--- src/rtl/status_msg_display.sv ---
// Error-status display for a bank of 7-segment digits: dashes when idle, then "Error"
// either blinked a fixed number of times and held, or scrolled circularly.
module status_msg_display #(
    parameter int NUM_DIGITS  = 5,
    parameter int BLINK_DIV   = 25000000,
    parameter int BLINK_COUNT = 3,
    parameter int SCROLL_DIV  = 12500000
) (
    input  logic                    clk,
    input  logic                    rst,
    input  logic                    err_set,
    input  logic                    err_clr,
    input  logic                    scroll_en,
    output logic [7*NUM_DIGITS-1:0] seg,
    output logic                    err_active
);

    localparam int MSG_LEN = 5 + NUM_DIGITS;
    localparam int DIV_MAX = (BLINK_DIV > SCROLL_DIV) ? BLINK_DIV : SCROLL_DIV;
    localparam int CW      = (DIV_MAX > 1) ? $clog2(DIV_MAX) : 1;
    localparam int PW      = (BLINK_COUNT > 1) ? $clog2(BLINK_COUNT) : 1;
    localparam int OW      = $clog2(MSG_LEN);

    localparam logic [CW-1:0] BLINK_LAST  = CW'(BLINK_DIV - 1);
    localparam logic [CW-1:0] SCROLL_LAST = CW'(SCROLL_DIV - 1);
    localparam logic [PW-1:0] PAIR_LAST   = PW'(BLINK_COUNT - 1);
    localparam logic [OW-1:0] OFFSET_LAST = OW'(MSG_LEN - 1);

    localparam logic [6:0] G_DASH  = 7'b1000000;
    localparam logic [6:0] G_E     = 7'b1111001;
    localparam logic [6:0] G_R     = 7'b1010000;
    localparam logic [6:0] G_O     = 7'b1011100;
    localparam logic [6:0] G_BLANK = 7'b0000000;

    typedef enum logic [1:0] {
        IDLE   = 2'd0,
        BLINK  = 2'd1,
        HOLD   = 2'd2,
        SCROLL = 2'd3
    } state_t;

    state_t                 state, state_n;
    logic [CW-1:0]          cnt, cnt_n;
    logic                   phase, phase_n;
    logic [PW-1:0]          pair, pair_n;
    logic [OW-1:0]          offset, offset_n;
    logic [7*NUM_DIGITS-1:0] seg_n;

    // Element idx of the circular message: "Error" followed by blanks.
    function automatic logic [6:0] msg_glyph(input int idx);
        case (idx)
            0:       msg_glyph = G_E;
            1:       msg_glyph = G_R;
            2:       msg_glyph = G_R;
            3:       msg_glyph = G_O;
            4:       msg_glyph = G_R;
            default: msg_glyph = G_BLANK;
        endcase
    endfunction

    always_ff @(posedge clk) begin
        if (rst) begin
            state      <= IDLE;
            cnt        <= '0;
            phase      <= 1'b0;
            pair       <= '0;
            offset     <= '0;
            seg        <= {NUM_DIGITS{G_DASH}};
            err_active <= 1'b0;
        end else begin
            state      <= state_n;
            cnt        <= cnt_n;
            phase      <= phase_n;
            pair       <= pair_n;
            offset     <= offset_n;
            seg        <= seg_n;
            err_active <= (state != IDLE);
        end
    end

    // Clear beats set; set restarts from any state with a fresh scroll_en sample.
    always_comb begin
        state_n  = state;
        cnt_n    = cnt;
        phase_n  = phase;
        pair_n   = pair;
        offset_n = offset;
        if (err_clr || err_set) begin
            state_n  = err_clr ? IDLE : (scroll_en ? SCROLL : BLINK);
            cnt_n    = '0;
            phase_n  = 1'b0;
            pair_n   = '0;
            offset_n = '0;
        end else begin
            case (state)
                BLINK: begin
                    if (cnt == BLINK_LAST) begin
                        cnt_n = '0;
                        if (phase) begin
                            phase_n = 1'b0;
                            if (pair == PAIR_LAST) begin
                                state_n = HOLD;
                                pair_n  = '0;
                            end else begin
                                pair_n = pair + 1'b1;
                            end
                        end else begin
                            phase_n = 1'b1;
                        end
                    end else begin
                        cnt_n = cnt + 1'b1;
                    end
                end
                SCROLL: begin
                    if (cnt == SCROLL_LAST) begin
                        cnt_n    = '0;
                        offset_n = (offset == OFFSET_LAST) ? '0 : offset + 1'b1;
                    end else begin
                        cnt_n = cnt + 1'b1;
                    end
                end
                default: ;
            endcase
        end
    end

    always_comb begin
        seg_n = '0;
        for (int k = 0; k < NUM_DIGITS; k++) begin
            int idx;
            idx = int'(offset) + NUM_DIGITS - 1 - k;
            if (idx >= MSG_LEN) idx = idx - MSG_LEN;
            case (state)
                IDLE:    seg_n[7*k +: 7] = G_DASH;
                BLINK:   seg_n[7*k +: 7] = phase ? G_BLANK : msg_glyph(NUM_DIGITS - 1 - k);
                HOLD:    seg_n[7*k +: 7] = msg_glyph(NUM_DIGITS - 1 - k);
                default: seg_n[7*k +: 7] = msg_glyph(idx);
            endcase
        end
    end

endmodule

--- config.mk ---
export PLATFORM = sky130hd
export DESIGN_NAME = status_msg_display
export DESIGN_NICKNAME = d
export VERILOG_FILES = /design/src/rtl/status_msg_display.sv
export SDC_FILE = /design/constraint.sdc
export NUM_CORES = 1
export LEC_CHECK = 0
export ABC_CLOCK_PERIOD_IN_PS = 7080
export BUFFER_PORTS_ARGS = -buffer_cell sky130_fd_sc_hd__buf_2
export CORE_MARGIN = 8
export CORE_UTILIZATION = 32
export CTS_CLUSTER_SIZE = 25
export DETAILED_ROUTE_END_ITERATION = 6
export GPL_ROUTABILITY_DRIVEN = 0
export PLACE_DENSITY = 0.46
export SLEW_MARGIN = 40
export SYNTH_ARGS = -nofsm -noshare
export SYNTH_HDL_FRONTEND = slang
export SYNTH_SLANG_ARGS = --single-unit
--- constraint.sdc ---
create_clock -name clk -period 7.08 [get_ports clk]
set_input_delay 2.124 -clock clk [delete_from_list [all_inputs] [get_ports clk]]
set_output_delay 2.124 -clock clk [all_outputs]
set_load 0.01 [all_outputs]
After elaboration in Yosys (flattened, before gate mapping)

Index checks and enable logic that the tools add are counted.

$add $sub $neg: 14
Order comparisons: 5
Equal/unequal tests: 27
Muxes and demuxes: 31
Reduce and logical (&&, ||, !) cells: 23

Operator list:

| kind                    | number |
|---|---|
| $eq A32 B2 Y1 const B   | 10 |
| $pmux W7 S3             | 10 |
| $eq A32 B1 Y1 const B   | 5 |
| $eq A32 B3 Y1 const B   | 5 |
| $logic_not A32 Y1       | 5 |
| $mux W32                | 5 |
| $ge A32 B5 Y1 const B   | 3 |
| $sub A32 B5 Y32 const B | 3 |
| $mux W25                | 2 |
| $pmux W25 S2            | 1 |
| $add A25 B1 Y25 const B | 1 |
| $eq A25 B24 Y1 const B  | 1 |
| $eq A25 B25 Y1 const B  | 1 |
| $mux W7                 | 3 |
| $mux W2                 | 8 |
| $reduce_or A3 Y1        | 5 |
| $sub A6 B3 Y7 const B   | 2 |
| $reduce_bool A2 Y1      | 6 |
| $sub A7 B5 Y8 const B   | 1 |
| $ge A7 B5 Y1 const B    | 1 |
| $sub A6 B2 Y7 const B   | 1 |
| $sub A6 B4 Y7 const B   | 1 |
| $sub A6 B5 Y7 const B   | 1 |
| $eq A2 B2 Y1 const B    | 3 |
| other kinds (15)        | 16 |

Flip-flop bits (word level): 70
Input bits: 5
Output and inout bits: 36
Logic and storage cells: 107

Longest topological paths before layout

Gate-level depths: netlist (run 1).

Depth after elaboration: 9
Depth in mapped cells: 16
Mapped depth without buffers: 14

Worst setup path after synthesis (run 1)

No wires, ideal clock.

Path kind: register -> register
From: register offset[1]
To: register seg[18]
Setup time: 0.096 ns
Data arrival time: 3.830 ns
Required time: 6.984 ns
Slack: 3.154 ns
Stages on the path, launching flop included: 17
Buffers on the path: 2
Clock period less this slack: 3.926 ns
Path through: dfxtp_1 buf_2 inv_1 ha_1 inv_1 fa_1 buf_2 inv_1 o32ai_1 nand2_1 ha_1 nand4b_1 nor4_1 nand3_1 o31a_1 or2_1 o41ai_2

Longest elaborated chain between the ends: 9
Elaborated cells between the ends (all ways): 14
Classes of those cells: add/sub: 4; order compare: 1; eq/ne: 4; mux: 3; reduce/logical: 2

RTL lines:

| what                                                    | line | source |
|---|---|---|
| from (decl)                                             | 46   | `logic [OW-1:0] offset, offset_n;` |
| from (signal assigned)                                  | 75   | `offset <= offset_n;` |
| $add A4 B3 Y5 *                                         | 131  | `idx = int'(offset) + NUM_DIGITS - 1 - k;` |
| $sub A5 B1 Y6 *                                         | 131  |  |
| $sub A6 B3 Y7 *                                         | 131  |  |
| $sub A32 B5 Y32 / $ge A32 B5 Y1 (equally long branches) | 132  | `if (idx >= MSG_LEN) idx = idx - MSG_LEN;` |
| $mux W32 *                                              | 132  |  |
| $eq A32 B3 Y1 (tied with other cells)                   | 51   | `case (idx)` |
| $reduce_or A3 Y1 (no source line)                       | -    |  |
| $pmux W7 S3 *                                           | 51   |  |
| $pmux W7 S3 *                                           | 133  | `case (state)` |
| to (signal assigned)                                    | 68   | `seg <= {NUM_DIGITS{G_DASH}};` |
| to (signal assigned)                                    | 76   | `seg <= seg_n;` |
| to (decl)                                               | 14   | `output logic [7*NUM_DIGITS-1:0] seg,` |

Every way passes the cells marked *; elsewhere a longest branch is shown, timed or not.
A chain may end at the register's enable or synchronous reset.

Worst setup path after layout (run 1)

Same ends and word-level chain as after synthesis.

==> reports/qor.txt, run 1 <==
# resized after CTS - 0
io pins - 41
static leakage - 0.00197 uW
area grow syn2layout - 12.1%
Final setup viols - 0
Final Power - 824 uW
Syn Area/Cell - 8.28 um2
Crit. path cell count - 15
critical path's most frequent cell - inv_1
Std-Cell Rows - 43
first-pass GRT wire length - 19700 um
slowest stage cell, crit path - fa_1
main flop type after synthesis - dfxtp_1
DRT iter0 DRCs - 228
synth unique cells - 89
worst rel slew slack - 0.526
setup TNS - 0 ns
# H-tree levels - 3
r2r startpoint - offset[1]$_SDFFE_PP0P_
die height - 136 um
Routed WL - 11900 um
synthesis warning total - 0
final worst path period share - 0.648
CP startpoint - offset[1]$_SDFFE_PP0P_
CP Buf/Inv Count - 4
IO buf count - 35
DP HPWL - 8880 um
Clock Pin Slew Worst Setup and Hold Paths - 0.05 ns
synthesized cell area - 4590 um2
EDFF count, synth - 0
Hold Buf Count CTS - 0
commonest non-fill, non-tap cell in the layout - nor2_1
diode count - 0
Die X - 136 um
kind of cell adding the most delay to the critical path - adder cells
r2r worst-path depth - 15
Max Freq - 218 MHz
Non-Filler Instances - 760
number of synthesized register bits - 60
CTS Buf Count - 9
largest net degree at the start of global routing - 28
most frequent cells in the layout - nor2_1 (63), dfxtp_1 (59), nand2_1 (53), ha_1 (46), buf_2 (35)
Hold Path Class - flop to flop
cells along the critical path - buf_4 > inv_1 > ha_1 > inv_1 > fa_1 > inv_1 > o32ai_1 > nand2_1 > ha_1 > nand4b_1 > nor4_1 > nand3_1 > o31a_1 > or2_1 > o41ai_2
Vias - 4058
worst hold start - phase$_SDFFE_PP0P_
Worst setup SP type - flop
layout cells sized above 1 - 0.147
critical path required time - 7.32 ns
Fin. Hold Viols - 0
Pwr Density - 160 nW/um2
Initial Util - 0.330
DR DRC count - 0
All-Layer GR Usage - 0.132
CTS Root Cell - clkbuf_16
nets - 627
clk_skew - 0.0111 ns
crit end category - flop
Pre-antenna DRT Iters - 5
Max Cap Violations - 0
unrepaired setup endpoints after global routing - false
total grt overflow - 0
register area share after synthesis - 0.261
Cells after DPL - 744
routed vias/inst - 5.34
post-route ant nets - 0
Slew @ Worst Pin - 0.710 ns
number of global-route vias before repair - 3865
post-CTS setup buffer count - 0
maximum VDD drop - 0.102 mV
Post-Synthesis Cells - 555
fin. max-slew vios - 0
status - completed
arrival time worst endpoint - 4.82 ns
CORE AREA - 13900 um2
worst-skew pair later-pin latency - 0.33 ns
fin util - 0.369
Worst Path Max Fanout - 25
ys async rst share - 0
CTS Sinks - 60
Die ar. - 18400 um2
initial antenna violation count - 0
WL per Instance - 15.7 um
crit path time final - 4.59 ns
Hold Path Depth - 1
CP max stage delay - 0.68 ns
CTS tree - yes
Max Root-Sink Buffers - 2
CP Class - flop to flop
## through the flow
step	setup slack (ns)	area (um2)	hold slack, ns
6_report	2.49	5150	0.436
5_1_grt	2.11	5150	0.480
4_1_cts	2.45	5150	0.440
3_5_place_dp	2.48	4830	0.433
3_3_place_gp	2.61	4830	0.424
2_1_floorplan	3.15	4610	0.410
## synth_stat cells, types with 4 or more instances
cell type   n  area share
o21ai_0    20       0.022
and4_1      4      0.0076
nand4bb_1   4      0.0098
a31oi_1     6      0.0082
mux2i_1     7       0.015
ha_1       46        0.13
nand4b_1    4      0.0076
nor2_1     63       0.051
o31a_1      5      0.0095
clkbuf_1    8      0.0065
buf_2       6      0.0065
nand2b_1    7      0.0095
xor2_1     19       0.036
dfxtp_1    60        0.26
nor4b_1     4      0.0076
nor2b_1     4      0.0054
nor3_1     12       0.013
buf_4      17       0.028
inv_1      20       0.016
nand4_1    11       0.015
nand2_1    53       0.043
xnor2_1    20       0.038
nor4_1      7      0.0095
and3_1      9       0.012
nand3_1    23       0.025
a21oi_2     4      0.0076
a21oi_1    23       0.025
## where the power goes
part / internal (uW) / total, uW / switching, uW
Clock: 301 / 450 / 149
Combinational: 9.45 / 26.5 / 17.0
Sequential: 344 / 348 / 4.07
## logic make-up after synthesis
group / Yosys count / synth area share
fa+ha+maj: 47 / 0.130
other cells: 1 / 0.000816
simple gates: 233 / 0.267
mux: 8 / 0.0177
xor+xnor: 42 / 0.0874
compound gates: 110 / 0.176
buf+inv: 54 / 0.0596
flops: 60 / 0.261
## layout make-up
| class | count | area, um2 |
|---|---|---|
| flip-flops and latches | 60 | 1200 |
| repair buffers | 37 | 190 |
| fillers | 1436 | 8790 |
| clock inverters | 3 | 43.8 |
| multi-input cells | 445 | 3130 |
| well taps | 180 | 225 |
| clock buffers | 13 | 270 |
| inverters | 22 | 82.6 |
## final timing paths
check | to | slack [ns]
max reg2reg | seg[18]$_SDFF_PP0_ | 2.49
min reg2reg | seg[33]$_SDFF_PP0_ | 0.44
min | seg[33]$_SDFF_PP0_ | 0.44
max | seg[18]$_SDFF_PP0_ | 2.49
## flip-flops by register name (all words and copies together), names as in the netlist
name and flops:
phase 1, seg 25, state 2, err_active 1, cnt 25, offset 4, pair 2
## layer usage
layer  wire length, um  GRT usage  share of wire
met1              5870      0.174           0.49
met2              5450      0.210           0.46
met3               520     0.0332          0.044
met4                76     0.0308         0.0064
met5                 0          0              0
Power figures use the tool's default switching activity.
==> inputs of run 2 (changes only) <==
Settings changed: ABC_CLOCK_PERIOD_IN_PS 7080 to 3900, PLACE_DENSITY 0.46 to 0.48.
Clock period 7.08 ns to 3.9 ns, I/O delays scaled along.
==> reports/qor.txt, run 2 (synthesis gave the netlist of run 1 again) <==
critical path's most frequent cell - ha_1
CP Buf/Inv Count - 3
kind of cell adding the most delay to the critical path - compound AO/OA/AOI/OAI gates
Pre-antenna DRT Iters - 4
initial antenna violation count - 0
die height - 136 um
CTS Buf Count - 9
CTS Root Cell - clkbuf_16
CP Class - flop to flop
CP max stage delay - 0.40 ns
Fin. Hold Viols - 0
Max Root-Sink Buffers - 2
most frequent cells in the layout - nor2_1 (62), dfxtp_1 (60), nand2_1 (53), ha_1 (46), buf_2 (35)
# fillers - 1430
first-pass GRT wire length - 19700 um
post-CTS setup buffer count - 0
Worst Path Max Fanout - 9
clk_skew - 0.00723 ns
Die X - 136 um
Routed WL - 11900 um
setup TNS - 0 ns
total grt overflow - 0
critical path required time - 4.13 ns
crit end category - flop
commonest non-fill, non-tap cell in the layout - nor2_1
DP HPWL - 9290 um
flop2flop setup slack - 0.22 ns
Clock Pin Slew Worst Setup and Hold Paths - 0.05 ns
status - completed
Die ar. - 18400 um2
Worst setup SP type - flop
Pwr Density - 273 nW/um2
Initial Util - 0.330
maximum VDD drop - 0.262 mV
DRT iter0 DRCs - 177
Largest regs - cnt (25), seg (25), offset (4)
# H-tree levels - 3
IO buf count - 35
largest net degree at the start of global routing - 25
crit path time final - 3.68 ns
cells along the critical path - buf_12 > ha_1 > inv_1 > ha_1 > buf_4 > a21oi_2 > nand2_1 > ha_1 > nor4b_1 > nand3_1 > o31a_1 > or2_1 > o41ai_2
worst rel slew slack - 0.605
static leakage - 0.00206 uW
layout cells sized above 1 - 0.174
slowest stage cell, crit path - dfxtp_1
final worst path period share - 0.945
number of global-route vias before repair - 3893
routed vias/inst - 5.21
Max Freq - 271 MHz
Max Cap Violations - 0
CTS tree - yes
io pins - 41
worst-skew pair later-pin latency - 0.33 ns
Vias - 4058
nets - 646
CTS Sinks - 60
area grow syn2layout - 15.3%
CORE AREA - 13900 um2
post-route ant nets - 0
fin. max-slew vios - 0
unrepaired setup endpoints after global routing - true
All-Layer GR Usage - 0.132
Std-Cell Rows - 43
Final setup viols - 0
Hold Path Class - flop to flop
Slew @ Worst Pin - 0.587 ns
diode count - 0
WL per Instance - 15.3 um
arrival time worst endpoint - 3.91 ns
fin util - 0.380
DR DRC count - 0
-- run 2: repair_timing --
action | 4_1_cts | 5_1_grt
endpoints found under the setup margin | 0 | 4
hold buffers | 0 | 0
resized for setup | 0 | 2
-- run 2: final timing paths --
kind	start	endpoint	cells past startpoint
setup / recovery	offset[2]$_SDFFE_PP0P_	seg[18]$_SDFF_PP0_	13
hold / removal	phase$_SDFFE_PP0P_	seg[33]$_SDFF_PP0_	1
setup reg to reg	offset[2]$_SDFFE_PP0P_	seg[18]$_SDFF_PP0_	13
hold reg to reg	phase$_SDFFE_PP0P_	seg[33]$_SDFF_PP0_	1
-- run 2: metrics by stage --
stage / hold slack [ns] / instance area, um2 / power (uW) / instances / setup slack (ns)
2_1_floorplan: 0.410 / 4620 / 677 / 559 / 0.0950
3_3_place_gp: 0.424 / 5000 / 693 / 763 / 0.345
3_5_place_dp: 0.431 / 5000 / 693 / 763 / 0.219
4_1_cts: 0.436 / 5280 / 1460 / 779 / 0.217
5_1_grt: 0.453 / 5300 / 1500 / 779 / -0.00836
6_report: 0.437 / 5300 / 1440 / 779 / 0.215
-- run 2: where the power goes --
part / internal [uW] / switching (uW) / leakage (uW)
logic: 17.9 / 33.4 / 0.00143
clock network: 491 / 275 / 0.000139
registers: 624 / 4.20 / 0.000486
-- run 2: cell type report --
| cell class | count | area [um2] | area share |
|---|---|---|---|
| tap | 180 | 225 | 0.0425 |
| multi-input combinational | 445 | 3160 | 0.596 |
| sequential | 60 | 1200 | 0.227 |
| clock inverter | 5 | 52.6 | 0.00992 |
| timing repair buffer | 56 | 345 | 0.0652 |
| inverter | 22 | 82.6 | 0.0156 |
| clock buffer | 11 | 233 | 0.0440 |
-- run 2: layer usage --
metal | vias to the layer above | GRT usage | part of all wire
met2 | 63 | 0.215 | 0.46
met3 | 17 | 0.0262 | 0.037
li1 | 2057 | - | -
met5 | - | 0 | 0
met1 | 1921 | 0.168 | 0.48
met4 | 0 | 0.0524 | 0.024
